--- config.mk ---
export PLATFORM = sky130hd
export DESIGN_NAME = bsg_wormhole_rr_link_arbiter
export DESIGN_NICKNAME = d
export VERILOG_FILES = /design/src/rtl/bsg_wormhole_rr_link_arbiter.sv
export SDC_FILE = /design/constraint.sdc
export NUM_CORES = 1
export LEC_CHECK = 0
export CAP_MARGIN = 20
export CORE_AREA = 2 2 97 99
export CTS_CLUSTER_DIAMETER = 40
export DETAILED_ROUTE_END_ITERATION = 16
export DIE_AREA = 0 0 99 101
export DONT_BUFFER_PORTS = 1
export HOLD_SLACK_MARGIN = 0.06
export PLACE_DENSITY = 0.4
export SETUP_SLACK_MARGIN = 0.05
export SYNTH_ARGS = -nofsm -noshare
export SYNTH_HDL_FRONTEND = slang
export SYNTH_SLANG_ARGS = --single-unit
export TNS_END_PERCENT = 100
--- constraint.sdc ---
create_clock -name clk_i -period 1.9 [get_ports clk_i]
set_clock_uncertainty 0.1 [all_clocks]
set_input_delay 0.19 -clock clk_i [delete_from_list [all_inputs] [get_ports clk_i]]
set_output_delay 0.19 -clock clk_i [all_outputs]
set_load 0.005 [all_outputs]
--- src/rtl/bsg_wormhole_rr_link_arbiter.sv ---
// Round-robin, packet-atomic arbiter merging num_in_p wormhole ready-and streams onto one link.
// The grant is chosen combinationally in IDLE and held on one input until the packet's last body flit.
module bsg_wormhole_rr_link_arbiter #(
  parameter int num_in_p     = 2,
  parameter int width_p      = 80,
  parameter int cord_width_p = 7,
  parameter int len_width_p  = 4
) (
  input  logic                        clk_i,
  input  logic                        reset_i,
  input  logic [num_in_p-1:0]         v_i,
  input  logic [num_in_p*width_p-1:0] data_i,
  output logic [num_in_p-1:0]         ready_and_o,
  output logic                        v_o,
  output logic [width_p-1:0]          data_o,
  input  logic                        ready_and_i,
  output logic [num_in_p-1:0]         grant_o,
  output logic                        locked_o
);

  localparam int lg_lp = (num_in_p > 1) ? $clog2(num_in_p) : 1;

  typedef enum logic {IDLE, LOCKED} state_e;

  state_e                 state_q, state_d;
  logic [lg_lp-1:0]       last_q, last_d;
  logic [lg_lp-1:0]       gnt_q, gnt_d;
  logic [len_width_p-1:0] cnt_q, cnt_d;

  logic [width_p-1:0]     in_data [num_in_p];
  logic [lg_lp-1:0]       cand    [num_in_p];

  logic                   idle_hit;
  logic [lg_lp-1:0]       idle_sel;
  logic                   sel_act;
  logic [lg_lp-1:0]       sel_idx;
  logic                   active;
  logic                   xfer;
  logic [len_width_p-1:0] hdr_len;

  // cand[gi] is (last_q + gi + 1) mod num_in_p; one conditional subtract suffices
  // because last_q < num_in_p and the offset is at most num_in_p.
  genvar gi;
  generate
    for (gi = 0; gi < num_in_p; gi++) begin : g_cand
      logic [lg_lp:0] sum;
      assign in_data[gi] = data_i[gi*width_p +: width_p];
      assign sum         = {1'b0, last_q} + (lg_lp+1)'(gi + 1);
      assign cand[gi]    = (sum >= (lg_lp+1)'(num_in_p))
                         ? lg_lp'(sum - (lg_lp+1)'(num_in_p))
                         : sum[lg_lp-1:0];
    end
  endgenerate

  // Smallest rotation offset with a valid input wins.
  always_comb begin
    idle_hit = 1'b0;
    idle_sel = '0;
    for (int i = num_in_p - 1; i >= 0; i--) begin
      if (v_i[cand[i]]) begin
        idle_hit = 1'b1;
        idle_sel = cand[i];
      end
    end
  end

  always_comb begin
    sel_act = (state_q == LOCKED) || idle_hit;
    sel_idx = (state_q == LOCKED) ? gnt_q : idle_sel;
    active  = sel_act && !reset_i;

    v_o      = active && v_i[sel_idx];
    data_o   = sel_act ? in_data[sel_idx] : in_data[0];
    locked_o = (state_q == LOCKED) && !reset_i;

    grant_o     = '0;
    ready_and_o = '0;
    for (int i = 0; i < num_in_p; i++) begin
      grant_o[i]     = active && (sel_idx == lg_lp'(i));
      ready_and_o[i] = grant_o[i] && ready_and_i;
    end

    xfer    = v_o && ready_and_i;
    hdr_len = data_o[cord_width_p +: len_width_p];
  end

  always_comb begin
    state_d = state_q;
    last_d  = last_q;
    gnt_d   = gnt_q;
    cnt_d   = cnt_q;
    case (state_q)
      IDLE: begin
        if (xfer) begin
          if (hdr_len == '0) begin
            last_d = idle_sel;
          end else begin
            state_d = LOCKED;
            gnt_d   = idle_sel;
            cnt_d   = hdr_len;
          end
        end
      end
      LOCKED: begin
        if (xfer) begin
          cnt_d = cnt_q - 1'b1;
          if (cnt_q == len_width_p'(1)) begin
            state_d = IDLE;
            last_d  = gnt_q;
          end
        end
      end
      default: state_d = IDLE;
    endcase
  end

  // Reset priority points at the last input so input 0 is served first.
  always_ff @(posedge clk_i or posedge reset_i) begin
    if (reset_i) begin
      state_q <= IDLE;
      last_q  <= lg_lp'(num_in_p - 1);
      gnt_q   <= '0;
      cnt_q   <= '0;
    end else begin
      state_q <= state_d;
      last_q  <= last_d;
      gnt_q   <= gnt_d;
      cnt_q   <= cnt_d;
    end
  end

endmodule

After elaboration in Yosys (flattened, before gate mapping)
Cells that the tools add are included.

Register bits: 7. Output and inout port bits: 86. Input bits: 165.

$lt $le $gt $ge: 6. Reduce and logical (&&, ||, !) cells: 14. Add/sub/neg operators: 5. Bitwise logic cells: 4. Equal/unequal tests: 6. Muxes and demuxes: 31.

Operators by type and width (number): 80-bit two-way mux (4); 1-bit two-way mux (21); 4-bit two-way mux (3); 1-bit logical AND (8); 4-bit case mux with 2 select lines (1); 2-bit greater-or-equal comparator (second input constant) (3); 1-bit by 2-bit < comparator with 1-bit output (second input constant) (3); 2-bit != test (second input constant) (3); 3-bit AND reduction (2); 4-bit by 1-bit == test with 1-bit output (second input constant) (1); 4-bit zero test (1); 2-bit by 1-bit != test with 1-bit output (second input constant) (2); 1-bit case mux with 2 select lines (2); 4-bit AND reduction (1); 4-bit by 1-bit subtractor with 4-bit output (second input constant) (1); 1-bit NOT (3); 1-bit by 1-bit adder with 2-bit output (second input constant) (1); 1-bit by 2-bit adder with 2-bit output (second input constant) (1); 1-bit NOT with 2-bit output (1); 1-bit subtractor (second input constant) (2); 1-bit zero test (1); 1-bit logical OR (1).

Logic depth before layout (Yosys ltp)
Depth in word-level cells: 17. Depth in mapped cells: 6. Gate-level depth less buffers: 6.

Worst setup path after synthesis
OpenSTA, ideal clock, no wires.

Path type: register to output. From: register last_q. To: output data_o[37]. Data required time: 1.610 ns. Arrival time: 1.620 ns. Cell stages (with the launch flop): 6. Slack: -0.010 ns. Cells stage by stage: dfstp_2 a21boi_2 mux2i_4 buf_2 buf_4 mux2_2.

Cells in the longest elaborated chain, start to end: 13.

Ends and longest elaborated chain: from (decl) (line 26) `logic [lg_lp-1:0] last_q, last_d;`; from (signal assigned) (line 121) `last_q <= lg_lp'(num_in_p - 1);`; from (signal assigned) (line 126) `last_q <= last_d;`; 1-bit by 2-bit adder with 2-bit output (line 48) `assign sum = {1'b0, last_q} + (lg_lp+1)'(gi + 1);`; 2-bit greater-or-equal comparator / 1-bit subtractor (equally long branches) (line 49, 50); 1-bit two-way mux (line 50) `? lg_lp'(sum - (lg_lp+1)'(num_in_p))`; 1-bit two-way mux (implied by the code) (2 in series) (line 60) `if (v_i[cand[i]]) begin`; 1-bit two-way mux (2 in series) (line 60); 1-bit two-way mux (line 69) `sel_idx = (state_q == LOCKED) ? gnt_q : idle_sel;`; 1-bit NOT with 2-bit output (implied by the code) (line 73) `data_o = sel_act ? in_data[sel_idx] : in_data[0];`; 80-bit two-way mux (implied by the code) (3 in series) (line 73); 80-bit two-way mux * (line 73); to (decl) (line 15) `output logic [width_p-1:0] data_o,`.

Every way passes the cells marked *; elsewhere a longest branch is shown, timed or not. The select of a mux whose other input is x is not followed.

Worst setup path after layout
From: register last_q. To: output data_o[2].

Same word-level chain as after synthesis.

==> flow_metrics.tcl <==
set metrics [dict create \
    crit_fanout 12 \
    grt_overflow 0 \
    cts_sinks 7 \
    setup_viol 83 \
    drv_cap 0 \
    synth_warnings 0 \
    htreeDepth 1 \
    area_growth_syn_to_layout_pct 36.3 \
    top_usage_layer "met2" \
    slew_viol_final 0 \
    clk_path_buf_depth 2 \
    fin_crit_sh_pct 108 \
    ys_dominant_reg_cell "dfrtp_1" \
    drive_above_1_share_pct 64.0 \
    ir_drop_v 0.000404 \
    drc_errors 0 \
    violations "setup timing" \
    finalCriticalPeriod_ns 2.06 \
    clk_pin_slew_ns 0.04 \
    synth_area_leaders "mux2_2 (56%), dfrtp_1 (9.7%), mux2i_1 (3.9%), mux2i_4 (2.9%), buf_4 (1.9%)" \
    grt_pass1_vias 1411 \
    met1_usage_pct 13.2 \
    wl_um 6260 \
    io_pins 251 \
    die_y_um 101 \
    portBuffers 0 \
    tightest_slew_ns 0.380 \
    yosys.area.top_type "mux2_2" \
    min_path_type "in2reg" \
    avgSynthCellArea_um2 9.71 \
    yosysTopAreaCellShare_pct 55.8 \
    crit_buf_inv 2 \
    end_kind "primary output" \
    cts-root-buf "clkbuf_8" \
    layout_commonest_cell "mux2_2" \
    vias 1452 \
    avgViaCountPerCell 5.08 \
    cts-buffers-inserted 3 \
    antenna_left 0 \
    grt_max_degree 29 \
    fin_ws_ns -0.160 \
    fmaxAchievable_ghz 0.485 \
    path_cells "a21boi_2 > mux2i_4 > buf_8 > buf_12 > mux2_2" \
    final_cells 286 \
    cts_tree "built" \
    antenna_found_initial 0 \
    grt_util_met3_pct 0.971 \
    rows 35 \
    die_x_um 99 \
    met2_usage_pct 18.6 \
    max_stage_delay_ns 0.55 \
    final_cell_mix "mux2_2 (41), mux2_4 (36), buf_4 (12)" \
    dp.cells 275 \
    initial_utilization_pct 17.3 \
    outcome "complete, but fails checks" \
    fillers 962 \
    synth_edf_count 0 \
    hpwlAfterDp_um 4980 \
    drt-pass1-iter-count 4 \
    worstSetupPathType "reg2out" \
    n_antenna_cell 0 \
    syn_inst 160 \
    ys_seq_area_share_pct 11.4 \
    p_per_area_nw_per_um2 1210 \
    holdWs_ns 0.112 \
    ys_seq_elements 7 \
    clk_latency_ns 0.23 \
    dieArea_um2 10000 \
    cp_data_required_time_ns 1.61 \
    synth-async-reset-ratio_pct 100 \
    worstPathArrival_ns 1.77 \
    p_leak_nw 0.940 \
    ys_types 35 \
    slowest_stage "dfstp_2" \
    hold_violations 0 \
    grt_first_pass_wirelength_um 7880 \
    grtUsageTotal_pct 10.4 \
    synth_area_um2 1550 \
    drt_iter0_drc 53 \
    maxSlewHeadroom_pct 74.4 \
    fin_nets 343 \
    grt_setup_unrepaired "true" \
    coreArea_um2 8980 \
    synth_fp_nets 327 \
    crit_family "multiplexers" \
    routedWlPerCell_um 21.9 \
    setup_tns_ns -10.64 \
    place_congestion 0.723 \
    startpoint_type "flip-flop" \
]
[final timing paths]
| path | start | end | slack (ns) | depth (start not counted) |
|---|---|---|---|---|
| max | last_q$_DFFE_PP1P_ | data_o[2] | -0.16 | 5 |
| min | data_i[88] | cnt_q[1]$_DFFE_PP0P_ | 0.11 | 2 |
| max reg2reg | last_q$_DFFE_PP1P_ | gnt_q$_DFFE_PP0P_ | 0.06 | 6 |
| min reg2reg | cnt_q[0]$_DFFE_PP0P_ | cnt_q[0]$_DFFE_PP0P_ | 0.45 | 1 |
| max in group asynchronous | reset_i | last_q$_DFFE_PP1P_ | 1.11 | 2 |
| min in group asynchronous | reset_i | state_q$_DFF_PP0_ | 0.29 | 2 |
[repair_timing]
action / in CTS / in global routing
hold endpoints to repair: 7 / 0
resized for setup: 45 / 8
buffers inserted: 1 / 2
endpoints found under the setup margin: 83 / 87
hold buffers: 1 / 0
cloned: 1 / 2
[cell families after synthesis]
logic type | share of synthesized area (%)
mux | 63.3
simple gates | 8.94
compound gates | 8.78
buf+inv | 5.47
flops | 11.4
fa+ha+maj | 1.61
xor+xnor | 0.564
[power by group]
group          internal [W]  switching (W)  total [W]
clock network      0.000145      0.0000670   0.000212
registers          0.000212      0.0000751   0.000287
logic               0.00118       0.000886    0.00207
[state kept, by name (all words and copies together) (netlist names)]
signal,count
last_q,1
gnt_q,1
state_q,1
cnt_q,4
[per-layer routing]
layer,share of wire (%),wire length (um)
met5,0,0
met4,0.91,57
met3,8.9,557
met2,52,3270
met1,38,2370
[area by class of cell]
class                      instances  area, um^2  share of cell area (%)
inverter                           7        26.3                    1.24
multi-input combinational        136        1470                    69.3
timing repair buffer              21         264                    12.5
sequential                         7         176                    8.33
clock buffer                       4        45.0                    2.13
tap                              111         139                    6.56
[cell usage after synthesis, types with 4 or more instances]
cell type   n
inv_1       6
mux2_2     77
a31oi_1     4
dfrtp_1     6
nand2_1     7
buf_2       5
mux2i_1     6
nor3_1      4
buf_4       4
nor2_1      8
[through the flow]
stage / cell area, um^2 / util, % / setup slack, ns / total power, W
floorplan: 1560 / - / 0.0681 / 0.00156
CTS: 2020 / 22.5 / -0.202 / 0.00241
finish: 2120 / 23.6 / -0.160 / 0.00256
detailed placement: 1760 / 19.7 / 0.0246 / 0.00187
global route: 2120 / 23.6 / -0.224 / 0.00273
global placement: 1760 / 19.7 / 0.0510 / 0.00186
Power figures use the tool's default switching activity.
